$ cat src/rtl/mem_access_unit.sv
// mem_access_unit: MEM-stage load/store unit.
//   Accepts one decoded memory request at a time (req_*). It drives a
//   word-wide bus with byte-lane selects (bus_*), waits up to TIMEOUT bus
//   cycles for bus_ack, and returns one resp_valid pulse carrying the
//   extended load data (resp_rdata) or an error (resp_err).
//   req_ready is high only in IDLE. stall = req_valid && !req_ready.
// mem_access_lane: one byte lane of the unit.
//   It computes this lane's store select and store byte from the request at
//   accept time. It also computes this lane's load result byte from the
//   registered request and bus_rdata.

module mem_access_lane #(
  parameter int LANE  = 0,
  parameter int BYTES = 4,
  parameter int LG    = 2
) (
  input  logic [LG-1:0]        w_off,
  input  logic [1:0]           w_size,
  input  logic [BYTES*8-1:0]   wdata,
  input  logic [LG-1:0]        r_off,
  input  logic [1:0]           r_size,
  input  logic                 r_sign,
  input  logic                 ext_bit,
  input  logic [BYTES*8-1:0]   rdata,
  output logic                 sel,
  output logic [7:0]           wbyte,
  output logic [7:0]           rbyte
);
  always_comb begin
    int n_w, o_w, n_r, o_r;
    n_w = 1 << w_size;
    o_w = int'(w_off);
    n_r = 1 << r_size;
    o_r = int'(r_off);
    // Store side: this lane carries store byte (LANE - off) when selected.
    sel   = (LANE >= o_w) && (LANE < o_w + n_w);
    wbyte = sel ? 8'(wdata >> ((LANE - o_w) * 8)) : 8'h00;
    // Load side: low NB result bytes come from the addressed lanes; the rest
    // are filled with the extension byte.
    if (LANE < n_r) rbyte = 8'(rdata >> ((LANE + o_r) * 8));
    else            rbyte = (r_sign && ext_bit) ? 8'hFF : 8'h00;
  end
endmodule

module mem_access_unit #(
  parameter int DATA_WIDTH = 32,
  parameter int ADDR_WIDTH = 32,
  parameter int TIMEOUT    = 15
) (
  input  logic                    clk,
  input  logic                    rst,
  input  logic                    req_valid,
  output logic                    req_ready,
  input  logic                    req_read,
  input  logic                    req_write,
  input  logic [1:0]              req_size,
  input  logic                    req_sign,
  input  logic [ADDR_WIDTH-1:0]   req_addr,
  input  logic [DATA_WIDTH-1:0]   req_wdata,
  output logic                    bus_en,
  output logic                    bus_we,
  output logic [DATA_WIDTH/8-1:0] bus_sel,
  output logic [ADDR_WIDTH-1:0]   bus_addr,
  output logic [DATA_WIDTH-1:0]   bus_wdata,
  input  logic [DATA_WIDTH-1:0]   bus_rdata,
  input  logic                    bus_ack,
  output logic                    resp_valid,
  output logic [DATA_WIDTH-1:0]   resp_rdata,
  output logic                    resp_err,
  output logic                    stall
);
  localparam int BYTES = DATA_WIDTH / 8;
  localparam int LG    = $clog2(BYTES);
  localparam int CW    = $clog2(TIMEOUT + 1);

  typedef enum logic [1:0] {IDLE, BUS, RESP} state_t;

  state_t                 state, state_nx;
  logic [CW-1:0]          cnt;
  logic [LG-1:0]          req_off, r_off;
  logic [1:0]             r_size;
  logic                   r_sign, r_write;
  logic                   accept, acc_err, misalign, timeout, ext_bit;
  logic [BYTES-1:0]       lane_sel;
  logic [BYTES-1:0][7:0]  lane_wbyte, lane_rbyte;
  logic [DATA_WIDTH-1:0]  load_data, store_data;

  assign req_off    = req_addr[LG-1:0];
  assign req_ready  = (state == IDLE) && !rst;
  assign stall      = req_valid && !req_ready;
  assign accept     = req_valid && req_ready;
  // The counter holds completed wait cycles. Reaching TIMEOUT-1 here means
  // this is the last allowed bus cycle.
  assign timeout    = (cnt == CW'(TIMEOUT - 1));
  assign load_data  = lane_rbyte;
  assign store_data = lane_wbyte;

  // Misaligned when any offset bit below log2(NB) is set.
  always_comb begin
    misalign = 1'b0;
    for (int i = 0; i < LG; i++)
      if (i < int'(req_size)) misalign = misalign | req_off[i];
    acc_err = (int'(req_size) > LG) || misalign || !(req_read || req_write);
  end

  // Sign source is the top bit of the addressed NB-byte field.
  always_comb
    ext_bit = 1'(bus_rdata >> ((int'(r_off) + (1 << r_size)) * 8 - 1));

  for (genvar i = 0; i < BYTES; i++) begin : g_lane
    mem_access_lane #(.LANE(i), .BYTES(BYTES), .LG(LG)) u_lane (
      .w_off   (req_off),
      .w_size  (req_size),
      .wdata   (req_wdata),
      .r_off   (r_off),
      .r_size  (r_size),
      .r_sign  (r_sign),
      .ext_bit (ext_bit),
      .rdata   (bus_rdata),
      .sel     (lane_sel[i]),
      .wbyte   (lane_wbyte[i]),
      .rbyte   (lane_rbyte[i])
    );
  end

  always_comb begin
    state_nx = state;
    case (state)
      IDLE:    if (accept) state_nx = acc_err ? RESP : BUS;
      BUS:     if (bus_ack || timeout) state_nx = RESP;
      RESP:    state_nx = IDLE;
      default: state_nx = IDLE;
    endcase
  end

  always_ff @(posedge clk) begin
    if (rst) begin
      state      <= IDLE;
      cnt        <= '0;
      r_off      <= '0;
      r_size     <= '0;
      r_sign     <= 1'b0;
      r_write    <= 1'b0;
      bus_en     <= 1'b0;
      bus_we     <= 1'b0;
      bus_sel    <= '0;
      bus_addr   <= '0;
      bus_wdata  <= '0;
      resp_valid <= 1'b0;
      resp_err   <= 1'b0;
      resp_rdata <= '0;
    end else begin
      state <= state_nx;
      case (state)
        IDLE: if (accept) begin
          r_off   <= req_off;
          r_size  <= req_size;
          r_sign  <= req_sign;
          r_write <= req_write;
          cnt     <= '0;
          if (acc_err) begin
            resp_valid <= 1'b1;
            resp_err   <= 1'b1;
            resp_rdata <= '0;
          end else begin
            bus_en    <= 1'b1;
            bus_we    <= req_write;
            bus_sel   <= lane_sel;
            bus_addr  <= req_addr & ~ADDR_WIDTH'(BYTES - 1);
            bus_wdata <= store_data;
          end
        end
        BUS: begin
          // An ack on the final allowed cycle still completes normally.
          if (bus_ack || timeout) begin
            bus_en     <= 1'b0;
            bus_we     <= 1'b0;
            bus_sel    <= '0;
            bus_addr   <= '0;
            bus_wdata  <= '0;
            resp_valid <= 1'b1;
            resp_err   <= !bus_ack;
            resp_rdata <= (bus_ack && !r_write) ? load_data : '0;
          end else begin
            cnt <= cnt + 1'b1;
          end
        end
        RESP: begin
          resp_valid <= 1'b0;
          resp_err   <= 1'b0;
          cnt        <= '0;
        end
        default: ;
      endcase
    end
  end
endmodule
$ cat config.mk
export PLATFORM = sky130hd
export DESIGN_NAME = mem_access_unit
export DESIGN_NICKNAME = d
export VERILOG_FILES = /design/src/rtl/mem_access_unit.sv
export SDC_FILE = /design/constraint.sdc
export NUM_CORES = 1
export LEC_CHECK = 0
export CAP_MARGIN = 20
export CORE_UTILIZATION = 45
export CTS_CLUSTER_DIAMETER = 80
export DETAILED_ROUTE_END_ITERATION = 12
export PLACE_DENSITY_LB_ADDON = 0.1
export RECOVER_POWER = 25
export SLEW_MARGIN = 20
export SYNTH_ARGS = -nofsm -noshare
export SYNTH_HDL_FRONTEND = slang
export SYNTH_SLANG_ARGS = --single-unit
$ cat constraint.sdc
create_clock -name clk -period 4.15 [get_ports clk]
set_clock_uncertainty 0.05 [all_clocks]
set_input_delay 0.415 -clock clk [delete_from_list [all_inputs] [get_ports clk]]
set_output_delay 0.415 -clock clk [all_outputs]
set_load 0.05 [all_outputs]
==> results of run 1 <==
==> layout make-up <==
type                            instances  area [um2]
Clock buffer                           20       456.7
Clock inverter                         12       156.4
Fill cell                             958        3744
Inverter                               11       41.29
Multi-Input combinational cell        399        3015
Sequential cell                       114        2282
Tap cell                              147       183.9
Timing Repair Buffer                  216        2132
==> flip-flops by register name, summed over array words and instances (netlist names) <==
signal,flops
r_off,2
resp_rdata,32
bus_en,1
bus_addr,30
state,2
r_write,1
cnt,4
resp_err,1
bus_we,1
bus_wdata,32
r_sign,1
bus_sel,4
r_size,2
resp_valid,1
==> per-layer routing <==
metal / global-route usage [%] / up-vias
met3: 9.802 / 22
met1: 31.82 / 2614
met2: 45.93 / 206
met5: 0 / -
li1: - / 2480
met4: 9.912 / 0
==> power by group through the flow <==
stage / clock network (uW) / registers, uW / logic, uW
finish: 1500 / 1140 / 534
global route: 1570 / 1140 / 569
CTS: 1520 / 1140 / 534
detailed placement: 0 / 1160 / 530
global placement: 0 / 1160 / 519
floorplan: 0 / 1210 / 269
==> cells in the final DEF (no fill, tap or decap), drive strengths merged, types with 4 or more instances in the layout <==
master | Yosys | layout
a21oi | 11 | 11
and2 | 4 | 4
clkdlybuf4s50 | 0 | 159
xnor2 | 5 | 5
buf | 18 | 10
a221o | 8 | 8
mux4 | 25 | 25
dfxtp | 114 | 114
nor2 | 86 | 86
mux2i | 24 | 24
o21ai | 24 | 24
clkbuf | 33 | 20
clkinvlp | 0 | 4
a32oi | 16 | 16
nand2 | 45 | 45
inv | 10 | 11
ha | 12 | 12
dlygate4sd3 | 0 | 47
a211o | 16 | 16
nor2b | 15 | 15
o2bb2ai | 9 | 9
a22oi | 55 | 55
clkinv | 1 | 5
nand3 | 5 | 5
==> cell families after synthesis <==
logic type / synth area share [%]
AOI/OAI and AO/OA: 21.04
xor gates and xnor gates: 0.9453
adders and majority gates: 3.061
buffers and inverters: 5.019
DFF: 41.05
muxes: 14.65
other: 0.1351
and+or+nand+nor: 14.09
==> tightest hold or removal path: stages <==
cell and delay, ps:
buf_2 130, nand2_1 60, o21ai_0 60
==> worst paths after layout <==
| check | from | to | depth (start not counted) |
|---|---|---|---|
| worst min register to register | resp_rdata[16]$_SDFFE_PP0P_ | resp_rdata[16]$_SDFFE_PP0P_ | 1 |
| worst max register to register | r_size[1]$_SDFFE_PP0P_ | resp_rdata[25]$_SDFFE_PP0P_ | 12 |
| worst max-delay path | r_size[1]$_SDFFE_PP0P_ | resp_rdata[25]$_SDFFE_PP0P_ | 12 |
| worst min-delay path | req_addr[0] | r_off[0]$_SDFFE_PP0P_ | 3 |
==> through the flow <==
stage          cells  util, %  worst slack [ps]  hold WS, ps
2_1_floorplan    575        -             469.0        381.5
3_3_place_gp     887    63.71             804.9        397.8
3_5_place_dp     887    63.71             639.3        401.5
4_1_cts          919    68.81             597.0        228.4
5_1_grt          919    68.83             249.8        244.0
6_report         919    68.83             549.5        226.4
==> out/results.txt, run 1 <==
Outcome = completed
Flops & latches, synth = 114
Synth Warn # = 0
Synthesized area = 5559 um2
Largest net degree at the start of global routing = 68
RSZ-0062 raised after global routing = false
Leakage = 0.003280 uW
Fin area = 8268 um2
Synth cell count leaders = 114 x dfxtp_1, 85 x nor2_1, 55 x a22oi_1
Max-slew violations = 0
Antenna cells = 0
Most frequent CP cell = ha_1
Final setup viols = 0
Worst Path Buf+Inv = 0
Tot Pwr = 3177 uW
I/O pin count = 211
Slowest-stage cell, CP = dfxtp_1
Die Ht = 113.1 um
WP data arrival = 3910 ps
Synthesized instance count = 574
Detail Route met2 WL = 8561 um
Routed len/inst = 18.63 um
Pwr/cell area = 384.3 nW/um2
# rows = 40
Routed wl met3 = 1445 um
Die width = 113.1 um
Main synth FF type = dfxtp_1
Drt total wl = 17120 um
Die area = 12800 um2
Register share of total power = 35.9%
Crit path max-delay family = compound AO/OA/AOI/OAI gates
Clock Path Buffers = 2
Internal power = 2342 uW
CP startpoint kind = flop
Endpoints failing hold = 0
Sequential share of the synthesized area = 41.05%
Largest cells by area after synthesis = dfxtp_1 41%, mux4_2 10%, a22oi_1 7.4%
M1 WL = 6801 um
GPL Wtd Cong = 0.8591
Kind of critical path = reg -> reg
Nets = 877
Via count = 5322
Worst-path clk slew = 60 ps
# DRC = 0
Worst-Margin Slew = 740.2 ps
Drt pass-1 iters = 5
Clock Power Share = 47.3%
Crit path capture type = flop
Core box area = 12010 um2
Switching fraction of total power = 26.29%
Uppermost layer routed = met4
Initial Utilization = 46.28%
P_sw = 835.3 uW
Latest clock arrival within the worst-skew pair = 420 ps
Number of vias per cell = 5.791
Worst Path Max Fanout = 16
Buffer count from post-CTS setup fixing = 0
Final min period = 3600 ps
Setup TNS Final = 0 ps
# hold bufs at CTS = 0
Post-cts resize count = 0
Critical path required time = 4460 ps
Hold WC Path Type = in -> reg
Yosys top cell area share = 41.05%
ANT nets after route = 0
Ys async rst share = 0%
Global-route wire length before repair = 27100 um
Area leader, netlist = dfxtp_1
Layout cells sized above 1 = 9.845%
CTS tree = yes
Critical-path cell list = nor2_1 -> ha_1 -> ha_1 -> a21boi_0 -> mux2_2 -> and3_1 -> ha_1 -> nor4bb_1 -> o2111ai_1 -> a31oi_1 -> o211a_1 -> a221o_1
Flop-to-flop setup slack = 550 ps
Vias in the first global route = 5244
Max-Cap Viols = 0
Combinational share of power = 16.8%
CTS root buf = clkbuf_16
Total global-route track usage = 27.23%
Area delta synth->final = 48.73%
Dpl hpwl = 12080 um
Period utilization = 86.76%
Cts bufs inserted = 17
DRT iter0 DRCs = 403
Post-synth EDFFs = 0
Most frequent cell after synthesis = dfxtp_1
Dpl cell area = 7652 um2
H-tree levels = 4
Fmax = 0.2777 GHz
GR Overflow Total = 0
Avg Cell Area, Syn = 9.685 um2
IO buf count = 208
Slew HR = 50.24%
Worst IR Drop VDD = 0.0002303 V
Worst path max stage delay = 580 ps
Antenna violations before repair = 0
Count of cell types in the netlist = 57
CTS sink count = 114
No activity file was read; power rests on OpenSTA's default activity.
==> inputs of run 2 (changes only) <==
--- a/constraint.sdc
+++ b/constraint.sdc
@@ -4,2 +4,2 @@
 set_output_delay 0.415 -clock clk [all_outputs]
-set_load 0.05 [all_outputs]
+set_load 0.01 [all_outputs]
==> run 2 against run 1 <==
  * Routed wire length up 1.3%
  * Die area stayed put
  * Sequential share of layout area about the same
  * Cell area decreased by 0.14%
  * Non-clock buffer count did not move
  * Count of clock-buffer cells in the layout is 1 higher
  * Utilization decreased by 0.094 points
  * Clock power about the same
  * Combinational power shrank 10%
  * Critical endpoint is now resp_rdata[21]$_SDFFE_PP0P_
  * Largest cell class unchanged
  * Highest routed layer unchanged
==> out/results.txt, run 2 (synthesis results as in run 1) <==
Post-Place Worst Slack = 635.8 ps (-3.463 ps)
Routed len/inst = 18.86 um (+1.3%)
# DRC = 0 (unchanged)
Slew HR = 47.14% (-3.1 points)
Combinational share of power = 15.5% (-1.3 points)
WP data arrival = 3900 ps (about the same)
Via count = 5340 (+0.34%)
Most common cell after layout, fill and taps aside = clkdlybuf4s50_1
GR Overflow Total = 0 (unchanged)
Setup TNS Final = 0 ps (unchanged)
Die width = 113.1 um (unchanged)
Core box area = 12010 um2 (unchanged)
Reg area = 2282 um2 (unchanged)
Area used by multi-input combinational logic = 3019 um2 (+0.12%)
Switching fraction of total power = 25.48% (-0.81 points)
Layout cells sized above 1 = 9.974% (+0.13 points)
Antenna cells = 0 (unchanged)
Most frequent cells in the layout = 158 x clkdlybuf4s50_1, 114 x dfxtp_1, 85 x nor2_1
Global-route wire length before repair = 27370 um (+0.99%)
# rows = 40 (unchanged)
Clock Power Share = 47.6% (+0.3 points)
Final min period = 3600 ps (-0.7200 ps)
Max-slew violations = 0 (unchanged)
Latest clock arrival within the worst-skew pair = 410 ps (about the same)
GPL Wtd Cong = 0.8521 (-0.81%)
CTS sink count = 114 (unchanged)
Pwr/cell area = 373.8 nW/um2 (-2.7%)
Kind of critical path = reg -> reg
Final setup viols = 0 (unchanged)
Filler cell count = 960 (+0.21%)
Period utilization = 86.74% (about the same)
RSZ-0062 raised after global routing = false
# hold bufs at CTS = 0 (unchanged)
IO buf count = 208 (unchanged)
Clock Path Buffers = 2 (unchanged)
Die area = 12800 um2 (unchanged)
Worst IR Drop VDD = 0.0002459 V (+6.8%)
Die Ht = 113.1 um (unchanged)
Worst Path Max Fanout = 16 (unchanged)
Area delta synth->final = 48.53%
Antenna violations before repair = 0 (unchanged)
Leakage = 0.003274 uW (-0.18%)
Endpoints failing hold = 0 (unchanged)
Final worst slack = 550.2 ps (+0.7200 ps)
Hold WC Path Type = in -> reg
Dpl hpwl = 12060 um (-0.19%)
CTS tree = yes
Drt pass-1 iters = 5 (unchanged)
Register share of total power = 36.9% (+1.0 points)
Cts bufs inserted = 17 (unchanged)
Fmax = 0.2778 GHz (about the same)
Tot Pwr = 3086 uW (-2.9%)
H-tree levels = 4 (unchanged)
Drt total wl = 17340 um (+1.3%)
Post-cts resize count = 0 (unchanged)
Number of vias per cell = 5.811 (+0.34%)
Placed Cells = 887 (unchanged)
Total global-route track usage = 27.31% (+0.082 points)
Buffer count from post-CTS setup fixing = 0 (unchanged)
Crit path capture type = flop
P_sw = 786.3 uW (-5.9%)
Critical path required time = 4450 ps (about the same)
Dpl cell area = 7652 um2 (unchanged)
Worst-Margin Slew = 792.8 ps (+52.63 ps)
Internal power = 2300 uW (-1.8%)
Nets = 877 (unchanged)
Worst-path clk slew = 60 ps (about the same)
Initial Utilization = 46.28% (unchanged)
Vias in the first global route = 5272 (+0.53%)
Outcome = completed
Max-Cap Viols = 0 (unchanged)
CP startpoint kind = flop
Finished Layout Cells = 919 (unchanged)
DRT iter0 DRCs = 377 (-6.5%)
Largest registers = bus_wdata (32), resp_rdata (32), bus_addr (30)
ANT nets after route = 0 (unchanged)
Fin area = 8257 um2 (-0.14%)
Largest net degree at the start of global routing = 76 (+12%)
I/O pin count = 211 (unchanged)
CTS root buf = clkbuf_16
run 2: metal layers:
layer / share of wire [%] / up-vias / global-route usage [%] / routed length, um
li1: - / 2488 / - / -
met1: 39 / 2566 / 31.84 / 6838
met2: 49 / 248 / 45.40 / 8533
met3: 8.8 / 38 / 9.159 / 1518
met4: 2.6 / 0 / 12.63 / 446
met5: 0 / - / 0 / 0
run 2: path summary, 6_finish.rpt:
| path | startpoint | end | cells after the start | slack, ps |
|---|---|---|---|---|
| max | r_size[1]$_SDFFE_PP0P_ | resp_rdata[21]$_SDFFE_PP0P_ | 12 | 550 |
| min | req_addr[0] | r_off[0]$_SDFFE_PP0P_ | 3 | 260 |
| max reg2reg | r_size[1]$_SDFFE_PP0P_ | resp_rdata[21]$_SDFFE_PP0P_ | 12 | 550 |
| min reg2reg | bus_wdata[15]$_SDFFE_PP0P_ | bus_wdata[15]$_SDFFE_PP0P_ | 1 | 410 |
run 2: power groups by stage:
stage,Combinational [uW],Sequential [uW],Clock (uW)
after floorplan,261,1160,0
after global placement,463,1160,0
after detailed placement,473,1160,0
after CTS,478,1140,1480
after global routing,512,1140,1550
final,478,1140,1470
run 2: final cells by class:
cell class	instances	share of cell area, %
timing repair buffer	216	25.82
sequential	114	27.64
tap	147	2.228
inverter	11	0.5001
clock inverter	11	1.546
multi-input combinational	399	36.57
clock buffer	21	5.698
run 2: worst max-delay path, stage by stage, from the launching register on:
cell and delay, ps:
dfxtp_1 580, nor2_1 170, ha_1 260, ha_1 300, a21boi_0 170, mux2_2 310
and3_1 170, ha_1 260, nor4bb_1 210, o2111ai_1 140, a31oi_1 200, o211a_1 520
a211o_1 190
run 2: stage by stage:
step | utilization [%] | hold slack [ps]
2_1_floorplan | - | 381.5
3_3_place_gp | 63.71 | 397.5
3_5_place_dp | 63.71 | 401.9
4_1_cts | 68.69 | 250.6
5_1_grt | 68.74 | 267.7
6_report | 68.74 | 255.5
